==> src/rtl/exec_stage_md.sv <==
// EX stage: forwarding, ALU, branch/jump resolution, iterative RV32M mul/div and EX/MEM registers.
// Define EXEC_MD_FAST_MUL_EN to execute MUL* in one cycle on a combinational multiplier.
//
// state | meaning
// IDLE  | no M op in flight; an iterative M op at the input issues here
// BUSY  | one shift-add / restoring-subtract step per clk, count runs down to 0
// DONE  | result ready in acc; waits for EX/MEM to accept it
module exec_stage_md #(
    parameter int XLEN  = 32,
    parameter int RA_W  = 5,
    parameter int CNT_W = $clog2(XLEN + 1)
) (
    input  logic            clk,
    input  logic            reset,
    input  logic            en,
    input  logic            flush,
    input  logic            in_valid,
    input  logic [XLEN-1:0] pc,
    input  logic [XLEN-1:0] pc_plus_4,
    input  logic [XLEN-1:0] rs1,
    input  logic [XLEN-1:0] rs2,
    input  logic [XLEN-1:0] imm,
    input  logic [RA_W-1:0] rs1_num,
    input  logic [RA_W-1:0] rs2_num,
    input  logic [RA_W-1:0] rd_num,
    input  logic [1:0]      fwd1_sel,
    input  logic [1:0]      fwd2_sel,
    input  logic [XLEN-1:0] mem_data,
    input  logic [XLEN-1:0] wb_data,
    input  logic            alu_src,
    input  logic [3:0]      alu_ctrl,
    input  logic            md_op,
    input  logic [2:0]      md_funct,
    input  logic            branch,
    input  logic            jump,
    input  logic            jalr,
    input  logic [2:0]      br_funct,
    input  logic            reg_write,
    input  logic            mem_write,
    input  logic            mem_read,
    input  logic [1:0]      result_src,
    output logic            stall,
    output logic            pc_src,
    output logic [XLEN-1:0] pc_target,
    output logic            out_valid,
    output logic            out_reg_write,
    output logic            out_mem_write,
    output logic            out_mem_read,
    output logic [1:0]      out_result_src,
    output logic [XLEN-1:0] out_result,
    output logic [XLEN-1:0] out_write_data,
    output logic [XLEN-1:0] out_pc,
    output logic [XLEN-1:0] out_pc_plus_4,
    output logic [RA_W-1:0] out_rd_num
);
    localparam int SH_W = $clog2(XLEN);

    typedef enum logic [1:0] {S_IDLE, S_BUSY, S_DONE} state_t;

    state_t            state;
    logic [CNT_W-1:0]  count;
    logic [2*XLEN-1:0] acc;
    logic [XLEN-1:0]   md_opnd;
    logic [XLEN-1:0]   md_dividend;
    logic [2:0]        md_fn;
    logic              md_neg_q, md_neg_r, md_dbz;

    logic [XLEN-1:0]   src_a, fwd_b, src_b, alu_y, jalr_sum, ex_result;
    logic [SH_W-1:0]   shamt;
    logic              eq, lt, ltu, taken;

    // Register numbers are consumed by the hazard unit, not here.
    logic unused_ok;
    assign unused_ok = ^{rs1_num, rs2_num};

    always_comb begin
        case (fwd1_sel)
            2'd1:    src_a = wb_data;
            2'd2:    src_a = mem_data;
            default: src_a = rs1;
        endcase
        case (fwd2_sel)
            2'd1:    fwd_b = wb_data;
            2'd2:    fwd_b = mem_data;
            default: fwd_b = rs2;
        endcase
    end

    assign src_b = alu_src ? imm : fwd_b;
    assign shamt = src_b[SH_W-1:0];

    always_comb begin
        alu_y = '0;
        case (alu_ctrl)
            4'd0:    alu_y = src_a + src_b;
            4'd1:    alu_y = src_a - src_b;
            4'd2:    alu_y = src_a & src_b;
            4'd3:    alu_y = src_a | src_b;
            4'd4:    alu_y = src_a ^ src_b;
            4'd5:    alu_y = {{(XLEN-1){1'b0}}, lt};
            4'd6:    alu_y = {{(XLEN-1){1'b0}}, ltu};
            4'd7:    alu_y = src_a << shamt;
            4'd8:    alu_y = src_a >> shamt;
            4'd9:    alu_y = $unsigned($signed(src_a) >>> shamt);
            4'd10:   alu_y = src_b;
            default: alu_y = '0;
        endcase
    end

    assign eq  = (src_a == src_b);
    assign lt  = ($signed(src_a) < $signed(src_b));
    assign ltu = (src_a < src_b);

    always_comb begin
        case (br_funct)
            3'b000:  taken = eq;
            3'b001:  taken = ~eq;
            3'b100:  taken = lt;
            3'b101:  taken = ~lt;
            3'b110:  taken = ltu;
            3'b111:  taken = ~ltu;
            default: taken = 1'b0;
        endcase
    end

    assign jalr_sum  = src_a + imm;
    assign pc_target = jalr ? {jalr_sum[XLEN-1:1], 1'b0} : pc + imm;
    assign pc_src    = in_valid & ~stall & (jump | (branch & taken));

    // Operand sign handling: the iterative core works on magnitudes.
    logic a_signed, b_signed, a_neg, b_neg;
    logic [XLEN-1:0] a_mag, b_mag;
    assign a_signed = (md_funct == 3'd1) | (md_funct == 3'd2) | (md_funct == 3'd4) | (md_funct == 3'd6);
    assign b_signed = (md_funct == 3'd1) | (md_funct == 3'd4) | (md_funct == 3'd6);
    assign a_neg    = a_signed & src_a[XLEN-1];
    assign b_neg    = b_signed & fwd_b[XLEN-1];
    assign a_mag    = a_neg ? -src_a : src_a;
    assign b_mag    = b_neg ? -fwd_b : fwd_b;

    logic md_fast, md_iter, issue;
    logic [XLEN-1:0] fast_res;
`ifdef EXEC_MD_FAST_MUL_EN
    logic [2*XLEN-1:0] fast_prod;
    // Low 2*XLEN bits of the product of sign-extended operands equal the exact product.
    assign fast_prod = {{XLEN{a_neg}}, src_a} * {{XLEN{b_neg}}, fwd_b};
    assign fast_res  = (md_funct == 3'd0) ? fast_prod[XLEN-1:0] : fast_prod[2*XLEN-1:XLEN];
    assign md_fast   = md_op & ~md_funct[2];
`else
    assign fast_res  = '0;
    assign md_fast   = 1'b0;
`endif
    assign md_iter = md_op & ~md_fast;
    assign issue   = (state == S_IDLE) & in_valid & md_iter;
    assign stall   = issue | (state == S_BUSY);

    logic [XLEN:0]     mul_sum, div_sh, div_diff;
    logic [2*XLEN-1:0] mul_next, div_next;
    assign mul_sum  = {1'b0, acc[2*XLEN-1:XLEN]} + (acc[0] ? {1'b0, md_opnd} : '0);
    assign mul_next = {mul_sum, acc[XLEN-1:1]};
    assign div_sh   = {acc[2*XLEN-1:XLEN], acc[XLEN-1]};
    assign div_diff = div_sh - {1'b0, md_opnd};
    assign div_next = div_diff[XLEN] ? {div_sh[XLEN-1:0], acc[XLEN-2:0], 1'b0}
                                     : {div_diff[XLEN-1:0], acc[XLEN-2:0], 1'b1};

    logic [2*XLEN-1:0] prod;
    logic [XLEN-1:0]   quo, rem, md_res;
    assign prod = md_neg_q ? -acc : acc;
    assign quo  = md_neg_q ? -acc[XLEN-1:0] : acc[XLEN-1:0];
    assign rem  = md_neg_r ? -acc[2*XLEN-1:XLEN] : acc[2*XLEN-1:XLEN];

    always_comb begin
        md_res = '0;
        case (md_fn)
            3'd0:       md_res = prod[XLEN-1:0];
            3'd1, 3'd2,
            3'd3:       md_res = prod[2*XLEN-1:XLEN];
            3'd4, 3'd5: md_res = md_dbz ? '1 : quo;
            default:    md_res = md_dbz ? md_dividend : rem;
        endcase
    end

    always_comb begin
        ex_result = alu_y;
        if (md_op)
            ex_result = md_fast ? fast_res : md_res;
    end

    always_ff @(posedge clk) begin
        if (reset) begin
            state       <= S_IDLE;
            count       <= '0;
            acc         <= '0;
            md_opnd     <= '0;
            md_dividend <= '0;
            md_fn       <= '0;
            md_neg_q    <= 1'b0;
            md_neg_r    <= 1'b0;
            md_dbz      <= 1'b0;
        end else if (flush) begin
            state <= S_IDLE;
            count <= '0;
        end else begin
            case (state)
                S_IDLE: if (issue) begin
                    state       <= S_BUSY;
                    count       <= CNT_W'(XLEN);
                    md_fn       <= md_funct;
                    md_neg_q    <= a_neg ^ b_neg;
                    md_neg_r    <= a_neg;
                    md_dbz      <= (fwd_b == '0);
                    md_dividend <= src_a;
                    // Divide: acc holds {remainder, quotient}; multiply: {product_hi, multiplier}.
                    if (md_funct[2]) begin
                        acc     <= {{XLEN{1'b0}}, a_mag};
                        md_opnd <= b_mag;
                    end else begin
                        acc     <= {{XLEN{1'b0}}, b_mag};
                        md_opnd <= a_mag;
                    end
                end
                S_BUSY: begin
                    acc   <= md_fn[2] ? div_next : mul_next;
                    count <= count - CNT_W'(1);
                    if (count == CNT_W'(1))
                        state <= S_DONE;
                end
                S_DONE: if (en & in_valid & md_op)
                    state <= S_IDLE;
                default: state <= S_IDLE;
            endcase
        end
    end

    always_ff @(posedge clk) begin
        if (reset || flush || (en && stall)) begin
            out_valid      <= 1'b0;
            out_reg_write  <= 1'b0;
            out_mem_write  <= 1'b0;
            out_mem_read   <= 1'b0;
            out_result_src <= '0;
            out_result     <= '0;
            out_write_data <= '0;
            out_pc         <= '0;
            out_pc_plus_4  <= '0;
            out_rd_num     <= '0;
        end else if (en) begin
            out_valid      <= in_valid;
            out_reg_write  <= reg_write;
            out_mem_write  <= mem_write;
            out_mem_read   <= mem_read;
            out_result_src <= result_src;
            out_result     <= ex_result;
            out_write_data <= fwd_b;
            out_pc         <= pc;
            out_pc_plus_4  <= pc_plus_4;
            out_rd_num     <= rd_num;
        end
    end
endmodule

==> config.mk <==
export PLATFORM = sky130hd
export DESIGN_NAME = exec_stage_md
export DESIGN_NICKNAME = d
export VERILOG_FILES = /design/src/rtl/exec_stage_md.sv
export SDC_FILE = /design/constraint.sdc
export NUM_CORES = 2
export LEC_CHECK = 0
export BUFFER_PORTS_ARGS = -buffer_cell sky130_fd_sc_hd__buf_2
export CORE_ASPECT_RATIO = 1.75
export CORE_MARGIN = 2
export CORE_UTILIZATION = 36
export CTS_CLUSTER_SIZE = 24
export DETAILED_ROUTE_END_ITERATION = 10
export PLACE_DENSITY_LB_ADDON = 0.12
export SYNTH_ARGS = -nofsm -noshare
export SYNTH_HDL_FRONTEND = slang
export SYNTH_SLANG_ARGS = --single-unit
==> constraint.sdc <==
create_clock -name clk -period 7.91 [get_ports clk]
set_input_delay 0.791 -clock clk [delete_from_list [all_inputs] [get_ports clk]]
set_output_delay 0.791 -clock clk [all_outputs]
set_load 0.05 [all_outputs]
After elaboration in Yosys (flattened, before gate mapping)
Cells that the tools add are included.

cells by class
  $add $sub $neg = 12
  magnitude comparators = 2
  eq/ne operators = 35
  shifts and indexed selects = 3
  mux-type cells = 28
  bitwise operators = 25
  reduce and logical (&&, ||, !) cells = 16

operators with widths
  operator                                       count
  2-to-1 mux 32 bit                              12
  one-hot mux 32 bit (11 select lines)           1
  2-to-1 mux 64 bit                              4
  negator 32 bit                                 4
  one-hot mux 32 bit (2 select lines)            2
  one-hot mux 64 bit (2 select lines)            1
  adder 32 bit                                   3
  one-hot mux 32 bit (3 select lines)            1
  < comparator 32 bit                            2
  negator 64 bit                                 1
  adder 32 x 32 -> 33 bit                        1
  subtractor 33 x 32 -> 33 bit                   1
  AND 32 bit                                     1
  == test 32 bit                                 1
  zero test 32 bit                               1
  OR 32 bit                                      1
  left shift 32 x 5 -> 32 bit                    1
  right shift 32 x 5 -> 32 bit                   1
  >>> shifter 32 x 5 -> 32 bit                   1
  subtractor 32 bit                              1
  bitwise XOR 32 bit                             1
  == test 3 bit, second input constant           8
  == test 4 x 3 -> 1 bit, second input constant  4
  == test 4 bit, second input constant           3
  other kinds (29)                               64

storage, ports and cells
  bits in registers = 281
  output and inout port bits = 173
  logic and storage cells = 140

Longest topological paths before layout
  depth in word-level cells = 9
  depth in mapped cells = 23
  depth with buffers taken out = 18

Worst setup path before layout
Ideal clock, no wire load.

  path type = input to output
  from = in fwd2_sel[0]
  to = out pc_src
  arrival time = 5.752 ns
  data required time = 7.119 ns
  setup slack = 1.367 ns
  cell stages on the path = 22
  path buffers = 7
  cells stage by stage = inv_1 ha_1 buf_2 or2_2 o221ai_1 buf_2 buf_2 clkbuf_1 buf_1 ha_1 clkbuf_1 nor2b_1 o21a_1 o21bai_1 and3_1 clkbuf_1 o21a_1 o221a_2 o21ai_0 a21boi_0 o21ai_0 a21oi_1

between the ends
  longest elaborated chain between the ends = 9
  elaborated cells between the ends (all ways) = 14
  classes of those cells = 2 x order compare; 3 x eq/ne; 3 x mux; 6 x bitwise

ends and longest elaborated chain
  what                                                            RTL line       source
  from (decl)                                                     27             input logic [1:0] fwd2_sel,
  == test 2 bit / == test 2 x 1 -> 1 bit (equally long branches)  82             case (fwd2_sel)
  one-hot mux 32 bit (2 select lines) *                           82
  2-to-1 mux 32 bit *                                             89             assign src_b = alu_src ? imm : fwd_b;
  < comparator 32 bit, or another cell as far along               112            assign ltu = (src_a < src_b);
  inverter 1 bit, on equally long branches                        121, 117, 119
  one-hot mux 1 bit (6 select lines) *                            115            case (br_funct)
  AND 1 bit *                                                     128            assign pc_src = in_valid & ~stall & (jump | (branch & taken));
  OR 1 bit *                                                      128
  AND 1 bit *                                                     128
  to (decl)                                                       43             output logic pc_src,

Every way passes the cells marked *; elsewhere a longest branch is shown, timed or not.

Worst setup path after layout
  from = in fwd2_sel[1]
  to = out pc_src

The elaborated chain is that of the path after synthesis.

==> key figures <==
Worst hold path
  – Hold EP: out_pc_plus_4[20]
  – Worst hold path depth: 3
  – Hold Crit Class: input port to flop
  – Worst hold path startpoint: pc_plus_4[20]

Power
  – Leak: 16.4 nW
  – Pwr Density: roughly 180 nW/um^2
  – Final total power: about 0.007 W
  – Worst vdd ir: 0.183 mV

Worst setup path
  – Worst Setup Start Kind: input port
  – CP delay by family, top: compound AO/OA/AOI/OAI gates
  – Most used cell, CP: o21ai_0
  – Worst Setup End Kind: output port
  – CP Data Required Time: 7.12 ns
  – Critical setup path kind: input port to output port
  – Setup slack, reg-to-reg: 3.01 ns
  – Cell Chain, Critical Path: buf_2, ha_2, inv_1, o21ai_0, o21ai_0, ha_1, nor4_1, nand2_1, nor2_1, nand2_1, o21a_1, o221a_2, o21ai_0, a21boi_0, o21ai_0, a21oi_1, buf_12
  – Worst-path fanout max: 14
  – Largest stage delay, worst path: 0.78 ns
  – Reg-to-Reg End: acc[58]
  – Data arrival, critical path: about 6.5 ns
  – Critical-path top delay cell: o21ai_0
  – Worst path bufs/invs: 3
  – Reg2reg start: acc[31]
  – Worst reg-to-reg path cell count: 15

Floorplan
  – Core Region: around 90000 sq um
  – Die Y: ~410 um
  – Die Wd: around 230 um
  – IO Count: 441
  – Die area: between 90000 and 100000 sq um
  – Starting density of the core: 36.3%
  – Number of cell rows: about 150

Routing
  – Post-route DRC violation count: 0
  – Final ANT Viol Nets: 0
  – Total Wirelength: approximately 200000 um
  – DR WL/cell: approximately 32 um
  – Drt pass-1 iters: 6
  – DRT iter0 DRCs: roughly 3800
  – DR vias: around 39000
  – Drt via density: approximately 6.3

Clocking
  – CTS Buffer Depth: 3
  – Root buffer cell: clkbuf_16
  – Reg clk slew, reported paths: roughly 0.060 ns
  – Setup repair bufs after CTS: 0
  – CTS sink count: between 200 and 300
  – PostCTS Resize Cnt: 0
  – H-Tree Depth: 1
  – CTS Hold Bufs: 0
  – Num CTS Buffers: 31
  – TritonCTS clock tree: yes
  – Skew-Pair Late Insertion Delay: between 0.6 and 0.7 ns

Synth
  – Syn nets: between 5000 and 6000
  – Sequential element share of the synthesized area: between 15 and 20%
  – Top_reg_cell synth: dfxtp_1
  – EDFF count, synth: 0
  – Yosys warning total: 0
  – FF+latch count, synth: 281
  – Yosys cell types: about 100
  – Post-Synthesis Cells: between 4000 and 5000
  – Syn_area_per_cell: between 7 and 8 sq um
  – Synthesized area: around 33000 sq um
  – Asr flop ratio synth: 0%

Global route
  – Vias in the first global route: approximately 38000
  – Initial antenna violation count: 37
  – Largest net degree at the start of global routing: 77
  – GRT Overall Usage: 40.7%
  – GRT overflow: 0
  – Global-route wire length before repair: roughly 280000 um

STA
  – F_max: 0.138 GHz
  – Worst-Margin Slew: about 1.5 ns
  – Final setup fails: 0
  – Setup TNS: 0 ns
  – Slew HR: -0.764%
  – Final Hold Viols: 0
  – Post-route minimum period: slightly above 7 ns
  – Max-slew violations: 1
  – RSZ-0062 raised after global routing: false
  – Fin crit share: between 90 and 100%
  – Setup skew after layout: between 0.015 and 0.02 ns

Cells and area
  – Commonest cells after routing, fill and taps aside: nor2_1 (516), buf_2 (428), a21oi_1 (413)
  – Post-route cell area: 38200 sq um
  – # fillers: between 9000 and 10000
  – Most common cell after layout, fill and taps aside: nor2_1
  – Final instance count without filler cells: 6172
  – Layout area overhead: 14.6%
  – Final nets: 5449
  – Final core utilization: 41.6%
  – Share of layout cells above drive strength 1: between 10% and 20%

Outcome
  – Status: finished, violations left
  – Violated checks: capacitance limit, slew limit

Placement
  – Final GP Congestion: 1.08
  – Post-DP HPWL: about 160000 um
  – Placed cell areas: 37000 sq um
  – Placed cell count: just over 6000
  – Port Buf Inserts: between 400 and 500

Job
  – Max-cap viol count: 1
[registers in the layout, indices dropped and copies added (netlist names), 2 cells and up]
signal	cells
out_write_data	32
md_fn	3
out_result	32
out_pc_plus_4	32
md_opnd	32
acc	64
out_pc	32
count	6
out_result_src	2
state	2
out_rd_num	5
md_dividend	32
[kinds of logic (layout without fill, tap and decap cells)]
family | Yosys count | count (layout) | share of synthesized area, %
AND/OR/NAND/NOR | 1383 | 1383 | 18.9
other | 0 | 19 | 0
flip-flops | 281 | 281 | 16.9
XOR/XNOR | 274 | 274 | 7.20
buffers and inverters | 518 | 839 | 6.09
multiplexers | 349 | 349 | 10.7
adder cells (fa/ha/maj) | 245 | 245 | 9.33
AO/OA/AOI/OAI | 1590 | 1590 | 31.0
[per-stage QoR]
stage,setup slack (ns),hold WS [ns]
floorplan,1.37,0.432
global placement,0.911,0.442
detailed placement,0.867,0.449
CTS,0.853,0.348
global route,0.268,0.361
finish,0.640,0.367
[worst max-delay path by stage]
stage                      from     end  cells after the start
floorplan           fwd2_sel[0]  pc_src                     22
global placement    fwd2_sel[1]  pc_src                     17
detailed placement  fwd2_sel[1]  pc_src                     17
CTS                 fwd2_sel[1]  pc_src                     17
global route        fwd2_sel[1]  pc_src                     19
finish              fwd2_sel[1]  pc_src                     17
[layout make-up]
cell class                      instances  area (sq um)  share of cell area [%]
Inverter                              182           683                    1.79
Clock buffer                           44           925                    2.42
Antenna cell                           19          47.5                   0.124
Tap cell                             1192          1490                    3.90
Timing Repair Buffer                  599          3450                    9.02
Clock inverter                         14           180                   0.472
Multi-Input combinational cell       3841         25800                    67.5
Sequential cell                       281          5630                    14.7
[worst min-delay path, stage by stage]
cell	delay (ns)
buf_2	0.07
mux2i_1	0.05
nor2_1	0.07
[power breakdown]
part	leakage [nW]	switching, W	internal (W)
clock	0.543	0.000722	0.000916
sequential	2.28	0.0000566	0.00147
combinational	13.6	0.00256	0.00116
[Yosys cell counts (all sizes together), types with 48 or more instances]
master	instances	share of area [%]
a211oi	56	1.3
a21o	71	1.6
a21oi	414	6.2
a221o	48	1.4
a22oi	78	1.8
a31oi	48	0.90
buf	70	1.0
clkbuf	266	3.0
dfxtp	281	17
ha	239	9.0
inv	176	2.0
mux2i	314	9.4
nand2	405	4.6
nand2b	53	0.99
nand3	62	0.93
nor2	520	5.9
nor3	93	1.4
o211ai	57	1.3
o21a	48	1.1
o21ai	410	6.2
o31ai	52	1.3
xnor2	166	4.4
xor2	108	2.8
[routing by layer]
layer / vias to the layer above / GRT usage [%] / share of wire, %
li1: 17600 / - / -
met1: 18600 / 40.8 / 33
met2: 1989 / 67.0 / 47
met3: 822 / 10.2 / 7.7
met4: 30 / 41.0 / 12
met5: - / 0 / 0.093
No activity file was read; power rests on OpenSTA's default activity.
